===== src/rtl/mips_ctrl_pkg.sv =====
// Shared encodings for the multi-cycle MIPS controller: opcodes, FSM states,
// mux-select values and the packed control word driven onto the datapath.
package mips_ctrl_pkg;

  localparam logic [5:0] OP_RTYPE = 6'b000000;
  localparam logic [5:0] OP_LW    = 6'b100011;
  localparam logic [5:0] OP_SW    = 6'b101011;
  localparam logic [5:0] OP_BEQ   = 6'b000100;
  localparam logic [5:0] OP_J     = 6'b000010;
  localparam logic [5:0] OP_JAL   = 6'b000011;
  localparam logic [5:0] OP_ADDI  = 6'b001000;
  localparam logic [5:0] OP_SLTI  = 6'b001010;
  localparam logic [5:0] FN_JR    = 6'b001000;

  typedef enum logic [3:0] {
    S_FETCH    = 4'd0,
    S_DECODE   = 4'd1,
    S_MEMADR   = 4'd2,
    S_MEMREAD  = 4'd3,
    S_MEMWB    = 4'd4,
    S_MEMWRITE = 4'd5,
    S_RTYPE_EX = 4'd6,
    S_RTYPE_WB = 4'd7,
    S_BRANCH   = 4'd8,
    S_JUMP     = 4'd9,
    S_JAL      = 4'd10,
    S_JR       = 4'd11,
    S_IMM_EX   = 4'd12,
    S_IMM_WB   = 4'd13
  } state_t;

  localparam logic [1:0] ALU_ADD = 2'b00;
  localparam logic [1:0] ALU_SUB = 2'b01;
  localparam logic [1:0] ALU_FN  = 2'b10;
  localparam logic [1:0] ALU_SLT = 2'b11;

  localparam logic [1:0] PC_ALU    = 2'd0;
  localparam logic [1:0] PC_JUMP   = 2'd1;
  localparam logic [1:0] PC_ALUOUT = 2'd2;
  localparam logic [1:0] PC_A      = 2'd3;

  localparam logic [1:0] SRCB_B    = 2'd0;
  localparam logic [1:0] SRCB_4    = 2'd1;
  localparam logic [1:0] SRCB_SE   = 2'd2;
  localparam logic [1:0] SRCB_SESH = 2'd3;

  localparam logic [1:0] M2R_ALU = 2'd0;
  localparam logic [1:0] M2R_MDR = 2'd1;
  localparam logic [1:0] M2R_PC  = 2'd2;

  localparam logic [1:0] RD_RT  = 2'd0;
  localparam logic [1:0] RD_RD  = 2'd1;
  localparam logic [1:0] RD_R31 = 2'd2;

  typedef struct packed {
    logic       pc_write;
    logic       pc_cond;
    logic       i_or_d;
    logic       mem_read;
    logic       mem_write;
    logic       ir_write;
    logic       reg_write;
    logic       alu_src_a;
    logic [1:0] reg_dst;
    logic [1:0] mem_to_reg;
    logic [1:0] alu_src_b;
    logic [1:0] alu_op;
    logic [1:0] pc_src;
  } ctrl_t;

  function automatic logic op_is_legal(input logic [5:0] op);
    case (op)
      OP_RTYPE, OP_LW, OP_SW, OP_BEQ, OP_J, OP_JAL, OP_ADDI, OP_SLTI: return 1'b1;
      default: return 1'b0;
    endcase
  endfunction

endpackage


===== src/rtl/ctrl_decode.sv =====
// Combinational state(+opCode) -> datapath control word; zero-latency.
// Only IMM_EX (ALUOp) and DECODE (illegal flag) look at the opcode.
module ctrl_decode
  import mips_ctrl_pkg::*;
(
  input  state_t     i_state,
  input  logic [5:0] i_op,
  output ctrl_t      o_ctrl,
  output logic       o_illegal
);

  always_comb begin
    o_ctrl    = '0;
    o_illegal = 1'b0;
    case (i_state)
      S_FETCH: begin
        o_ctrl.mem_read  = 1'b1;
        o_ctrl.ir_write  = 1'b1;
        o_ctrl.pc_write  = 1'b1;
        o_ctrl.alu_src_b = SRCB_4;
        o_ctrl.alu_op    = ALU_ADD;
        o_ctrl.pc_src    = PC_ALU;
      end
      S_DECODE: begin
        o_ctrl.alu_src_b = SRCB_SESH;
        o_ctrl.alu_op    = ALU_ADD;
        o_illegal        = !op_is_legal(i_op);
      end
      S_MEMADR: begin
        o_ctrl.alu_src_a = 1'b1;
        o_ctrl.alu_src_b = SRCB_SE;
        o_ctrl.alu_op    = ALU_ADD;
      end
      S_MEMREAD: begin
        o_ctrl.mem_read = 1'b1;
        o_ctrl.i_or_d   = 1'b1;
      end
      S_MEMWB: begin
        o_ctrl.reg_write  = 1'b1;
        o_ctrl.reg_dst    = RD_RT;
        o_ctrl.mem_to_reg = M2R_MDR;
      end
      S_MEMWRITE: begin
        o_ctrl.mem_write = 1'b1;
        o_ctrl.i_or_d    = 1'b1;
      end
      S_RTYPE_EX: begin
        o_ctrl.alu_src_a = 1'b1;
        o_ctrl.alu_src_b = SRCB_B;
        o_ctrl.alu_op    = ALU_FN;
      end
      S_RTYPE_WB: begin
        o_ctrl.reg_write  = 1'b1;
        o_ctrl.reg_dst    = RD_RD;
        o_ctrl.mem_to_reg = M2R_ALU;
      end
      S_BRANCH: begin
        o_ctrl.alu_src_a = 1'b1;
        o_ctrl.alu_src_b = SRCB_B;
        o_ctrl.alu_op    = ALU_SUB;
        o_ctrl.pc_cond   = 1'b1;
        o_ctrl.pc_src    = PC_ALUOUT;
      end
      S_JUMP: begin
        o_ctrl.pc_write = 1'b1;
        o_ctrl.pc_src   = PC_JUMP;
      end
      // PC already holds PC+4, so r31 captures the return address on the redirect edge.
      S_JAL: begin
        o_ctrl.pc_write   = 1'b1;
        o_ctrl.pc_src     = PC_JUMP;
        o_ctrl.reg_write  = 1'b1;
        o_ctrl.reg_dst    = RD_R31;
        o_ctrl.mem_to_reg = M2R_PC;
      end
      S_JR: begin
        o_ctrl.pc_write = 1'b1;
        o_ctrl.pc_src   = PC_A;
      end
      S_IMM_EX: begin
        o_ctrl.alu_src_a = 1'b1;
        o_ctrl.alu_src_b = SRCB_SE;
        o_ctrl.alu_op    = (i_op == OP_SLTI) ? ALU_SLT : ALU_ADD;
      end
      S_IMM_WB: begin
        o_ctrl.reg_write  = 1'b1;
        o_ctrl.reg_dst    = RD_RT;
        o_ctrl.mem_to_reg = M2R_ALU;
      end
      default: ;
    endcase
  end

endmodule


===== src/rtl/multicycle_controller.sv =====
// Moore FSM sequencing the multi-cycle MIPS datapath, one state per cycle.
// Outputs are held at zero for as long as rst is low; FETCH runs on the first edge after release.
module multicycle_controller
  import mips_ctrl_pkg::*;
(
  input  logic       clk,
  input  logic       rst,
  input  logic [5:0] opCode,
  input  logic [5:0] funct,
  output logic       pcWrite,
  output logic       pcConditional,
  output logic       IorD,
  output logic       memRead,
  output logic       memWrite,
  output logic       IRWrite,
  output logic       regWrite,
  output logic       ALUSrcA,
  output logic [1:0] regDst,
  output logic [1:0] memtoreg,
  output logic [1:0] ALUSrcB,
  output logic [1:0] ALUOp,
  output logic [1:0] PCSrc,
  output logic       illegal_op,
  output logic [3:0] state
);

  state_t r_state;
  state_t w_next;
  ctrl_t  w_ctrl;
  ctrl_t  w_out;
  logic   w_illegal;

  always_ff @(posedge clk or negedge rst) begin
    if (!rst) r_state <= S_FETCH;
    else      r_state <= w_next;
  end

  always_comb begin
    w_next = S_FETCH;
    case (r_state)
      S_FETCH: w_next = S_DECODE;
      S_DECODE: begin
        case (opCode)
          OP_RTYPE:     w_next = (funct == FN_JR) ? S_JR : S_RTYPE_EX;
          OP_LW, OP_SW: w_next = S_MEMADR;
          OP_BEQ:       w_next = S_BRANCH;
          OP_J:         w_next = S_JUMP;
          OP_JAL:       w_next = S_JAL;
          OP_ADDI,
          OP_SLTI:      w_next = S_IMM_EX;
          default:      w_next = S_FETCH;
        endcase
      end
      S_MEMADR: begin
        if (opCode == OP_LW)      w_next = S_MEMREAD;
        else if (opCode == OP_SW) w_next = S_MEMWRITE;
        else                      w_next = S_FETCH;
      end
      S_MEMREAD:  w_next = S_MEMWB;
      S_RTYPE_EX: w_next = S_RTYPE_WB;
      S_IMM_EX:   w_next = S_IMM_WB;
      default:    w_next = S_FETCH;
    endcase
  end

  ctrl_decode u_decode (
    .i_state   (r_state),
    .i_op      (opCode),
    .o_ctrl    (w_ctrl),
    .o_illegal (w_illegal)
  );

  assign w_out         = rst ? w_ctrl : '0;
  assign pcWrite       = w_out.pc_write;
  assign pcConditional = w_out.pc_cond;
  assign IorD          = w_out.i_or_d;
  assign memRead       = w_out.mem_read;
  assign memWrite      = w_out.mem_write;
  assign IRWrite       = w_out.ir_write;
  assign regWrite      = w_out.reg_write;
  assign ALUSrcA       = w_out.alu_src_a;
  assign regDst        = w_out.reg_dst;
  assign memtoreg      = w_out.mem_to_reg;
  assign ALUSrcB       = w_out.alu_src_b;
  assign ALUOp         = w_out.alu_op;
  assign PCSrc         = w_out.pc_src;
  assign illegal_op    = rst & w_illegal;
  assign state         = r_state;

endmodule


===== config.mk =====
export PLATFORM = sky130hd
export DESIGN_NAME = multicycle_controller
export DESIGN_NICKNAME = d
export VERILOG_FILES = /design/src/rtl/mips_ctrl_pkg.sv /design/src/rtl/ctrl_decode.sv /design/src/rtl/multicycle_controller.sv
export SDC_FILE = /design/constraint.sdc
export NUM_CORES = 1
export LEC_CHECK = 0
export ABC_AREA = 0
export CORE_MARGIN = 5
export CORE_UTILIZATION = 40
export DETAILED_ROUTE_END_ITERATION = 8
export PLACE_DENSITY = 0.84
export SYNTH_ARGS = -nofsm -noshare
export SYNTH_HDL_FRONTEND = slang
export SYNTH_SLANG_ARGS = --single-unit

===== constraint.sdc =====
create_clock -name clk -period 2.6 [get_ports clk]
set_clock_uncertainty 0.2 [all_clocks]
set_input_delay 0.52 -clock clk [delete_from_list [all_inputs] [get_ports clk]]
set_output_delay 0.52 -clock clk [all_outputs]
set_load 0.005 [all_outputs]

==> results.md <==
- The number of buffers between clock root and the deepest sink is 2.
- The dominant register cell in the synthesized netlist is sky130_fd_sc_hd__dfrtp_1.
- Data on the critical path is required at its endpoint by 1880 ps.
- The CTS buffer count is 3.
- Setup violations remaining at the end of the flow were counted as 1.
- The hold violation total from the final report is 0.
- The final sum of negative setup slack is -47.7 ps.
- For this design the ratio of total power to cell area is 385 nW/um^2.
- The boundary pin count is 37.
- The sort of element at the start of the critical path is a flip-flop.
- After clock tree synthesis, the clock-pin slew on the worst setup and hold paths is 40 ps.
- In this run the number of H-tree levels came out at 1.
- The initial utilization of the core area, before any placement, comes to 42.2%.
- The DRC violation total after the first TritonRoute iteration is 31.
- Leaving out fill and tap cells, the most frequent cell in the layout is sky130_fd_sc_hd__buf_4.
- The die extent in x is 49.9 um.
- The final weighted congestion of routability-driven global placement is 0.915.
- The post-DP HPWL is 1820 um.
- The total number of yosys warnings is 0.
- Including well taps, the total number of placed cells is 160.
- The setup check on the worst reg-to-reg path leaves a slack of 620 ps.
- The pre-CTS setup slack is -385 ps.
- TritonCTS built the clock tree.
- The worst register-to-register path has a depth of 6.
- The critical path data arrival time is 1930 ps.
- After floorplanning, the core was sized to cover 1510 um^2.
- The leakage power is 0.606 nW.
- For this run, design rule violations remaining after detail routing come to 0.
- The overall routing resource usage is 22.0%.
- After synthesis, flip-flops and latches occupy 15.7% of the total area.
- The mapped netlist covers 636 um^2.
- For the finished layout, the period the worst path requires is 2650 ps.
- In this run the tool buffered the top-level ports with 36 buffer cells.
- The critical path is of the flip-flop to output pin type.
- The remaining antenna violation count after routing is 0.
- The count of state elements after synthesis is 4.
- The number of antenna violations at the first check in global routing is 0.
- From synthesis to final layout, the design area changed by 111%.
- STA classifies the critical path endpoint as an output pin.
- The tool flagged a number of max-cap violations equal to 0.
- The remaining global-route overflow is 0.
- Setup repair after global routing could not meet its margin everywhere.
- The cell with the largest stage delay on the worst path is sky130_fd_sc_hd__clkdlybuf4s50_1.
- The floorplan has 14 rows.
- After layout, the worst setup slack is -47.7 ps.
- After detailed routing, the average wire length per cell comes to 18.9 um.
- The register with the most flip-flops in the layout has 4 of them.
- The detailed-route wire length is 3360 um.
- The run finished, with violations left.
- Entering global routing, the biggest net connects 13 pins.
- For this block, the via count after detailed routing is 1108.
- In the final design database the tool counted 178 nets.
- The headroom to the max-slew limit is 73.9%.
- The checks that failed: setup timing.
- The post-synthesis instance total is 95.
- Clock tree synthesis found a total of 4 sinks.
- Summed over all instances, the cell type with the most area after synthesis is sky130_fd_sc_hd__dfrtp_1.
- The first detailed-routing pass ran for 4 iterations.
- A synthesized cell averages 6.69 um^2.
- The worst hold path belongs to the class primary input to asynchronous set/reset pin.
- In the layout the commonest cells are sky130_fd_sc_hd__buf_4, sky130_fd_sc_hd__clkdlybuf4s50_1, sky130_fd_sc_hd__nand2_1, sky130_fd_sc_hd__nor2_1.
- The source-to-sink clock delay at the later pin of the worst-skew pair is 240 ps.
- The number of buffers and inverters on the critical path is 2.
- Based on the critical path, the design can be clocked at up to 378 MHz.
- The capture point of the worst reg-to-reg path is state[0]$_DFF_PN0_.
- The synthesized design contains 0 enable-type register cells.
- The share of post-route cells with drive strength above 1 is 37.7%.
- The post-route fraction of the period consumed by the critical path is 102%.
- The area of the die is 2490 um^2.
- The number of library cell types mapped by synthesis is 40.
- Across the VDD grid, the largest voltage drop is 0.312 mV.
- The number of vias per cell after detailed routing is 6.22.
- The first global-routing pass estimated 4280 um of wire.
- After clock tree synthesis, the flow added hold-fix buffers numbering 0.
- The maximum cell stage delay along the critical path is 510 ps.
- The area share of the largest cell type after synthesis is 15.7%.
- The number of global-route vias before repair is 963.
- On the critical path the largest part of the delay comes from buffers and inverters.
- The startpoint identified for the worst register-to-register timing path is state[1]$_DFF_PN0_.
- In the synthesized netlist the async set-or-reset flop fraction comes to 100%.
- The max-slew violation total from the final report is 0.
- The antenna cell count is 0.
- The final non-filler cell total is 178.
- Traced cell by cell, the critical path runs through buf_4 -> nand2b_4 -> nor3_2 -> o21a_1 -> clkdlybuf4s50_1.
- By area the synthesized netlist is led by sky130_fd_sc_hd__dfrtp_1, sky130_fd_sc_hd__nand2_1, sky130_fd_sc_hd__nor2_1.
- The maximum fanout along the worst path is 6.
- The die span in y is 49.9 um.
- Counting every net in the synthesized netlist gives 109.
- For the pin with the worst max-slew slack, the measured transition is 387 ps.
- The library cell used as clock root buffer is sky130_fd_sc_hd__clkbuf_4.
## worst max-delay path by stage
stage / cells after the start / end / start / slack (ps)
after floorplan: 4 / ALUOp[1] / opCode[0] / 560
after global placement: 6 / ALUOp[1] / opCode[0] / -350
after detailed placement: 6 / ALUOp[1] / opCode[0] / -390
after CTS: 16 / state[3]$_DFF_PN0_ / opCode[4] / -100
after global routing: 5 / ALUSrcB[1] / state[1]$_DFF_PN0_ / -140
final: 5 / ALUSrcB[1] / state[1]$_DFF_PN0_ / -50
## layer usage
metal  wire length [um]  global-route usage (%)  up-vias  part of all wire, %
met1               1180                    19.8      486                   35
met4                281                    16.6        0                  8.4
met5                  0                       0        -                    0
met3                297                    4.52       38                  8.8
li1                   -                       -      480                    -
met2               1600                    41.5      104                   48
## what timing repair did
action | CTS | global route
gates resized for setup | 14 | 29
endpoints found under the hold margin | 0 | 0
pin swaps | 5 | 11
setup buffers | 12 | 5
cloned | 0 | 0
endpoints found under the setup margin | 18 | 13
## layout make-up
class | instances | area [um^2]
sequential | 4 | 103
tap | 16 | 20.0
fill | 72 | 164
timing repair buffer | 71 | 631
clock buffer | 3 | 22.5
inverter | 4 | 15.0
multi-input combinational | 80 | 552
## Yosys cell counts (2+ instances only)
master                     instances
sky130_fd_sc_hd__o21ai_1           3
sky130_fd_sc_hd__nor3_1            6
sky130_fd_sc_hd__inv_1             3
sky130_fd_sc_hd__nor2_1           12
sky130_fd_sc_hd__nor3b_1           3
sky130_fd_sc_hd__nor4b_1           2
sky130_fd_sc_hd__nor2b_1           4
sky130_fd_sc_hd__a211oi_1          2
sky130_fd_sc_hd__nand3_1           5
sky130_fd_sc_hd__nand2_1          13
sky130_fd_sc_hd__nand2b_1          2
sky130_fd_sc_hd__o31ai_1           2
sky130_fd_sc_hd__a31oi_1           2
sky130_fd_sc_hd__o32ai_1           2
sky130_fd_sc_hd__buf_2             2
sky130_fd_sc_hd__dfrtp_1           4
sky130_fd_sc_hd__buf_4             3
sky130_fd_sc_hd__a21oi_1           3
## metrics by stage
| stage | area [um^2] | utilization [%] | total power [W] | hold slack (ps) |
|---|---|---|---|---|
| after floorplan | 636 | - | 0.000212 | 24.4 |
| after global placement | 1130 | 74.8 | 0.000351 | 450 |
| after detailed placement | 1130 | 74.8 | 0.000359 | 456 |
| after CTS | 1250 | 82.8 | 0.000449 | 173 |
| after global routing | 1340 | 89.1 | 0.000548 | 187 |
| final | 1340 | 89.1 | 0.000517 | 171 |
## power by group
part | switching (W) | leakage (nW) | total, W | internal (W)
Combinational | 0.000177 | 0.542 | 0.000352 | 0.000175
Clock | 0.0000274 | 0.0138 | 0.0000791 | 0.0000518
Sequential | 0.0000142 | 0.0502 | 0.0000861 | 0.0000719
Total | 0.000219 | 0.606 | 0.000517 | 0.000298
## cells by family (layout without fill, tap and decap cells)
logic type,count (synthesis),in the layout,synth area share [%]
DFF,4,4,15.7
and+or+nand+nor,55,55,46.3
AOI/OAI and AO/OA,23,23,26.6
buffers and inverters,11,78,8.66
xor gates and xnor gates,2,2,2.76
## worst register-to-register path, cell delays in order, from the launching register on
cell                       delay, ps
sky130_fd_sc_hd__dfrtp_2         450
sky130_fd_sc_hd__buf_4           180
sky130_fd_sc_hd__nand2b_4        160
sky130_fd_sc_hd__nor3_2          230
sky130_fd_sc_hd__buf_4           150
sky130_fd_sc_hd__o21ai_1         130
sky130_fd_sc_hd__o31ai_1         370
No activity file was read; power rests on OpenSTA's default activity.
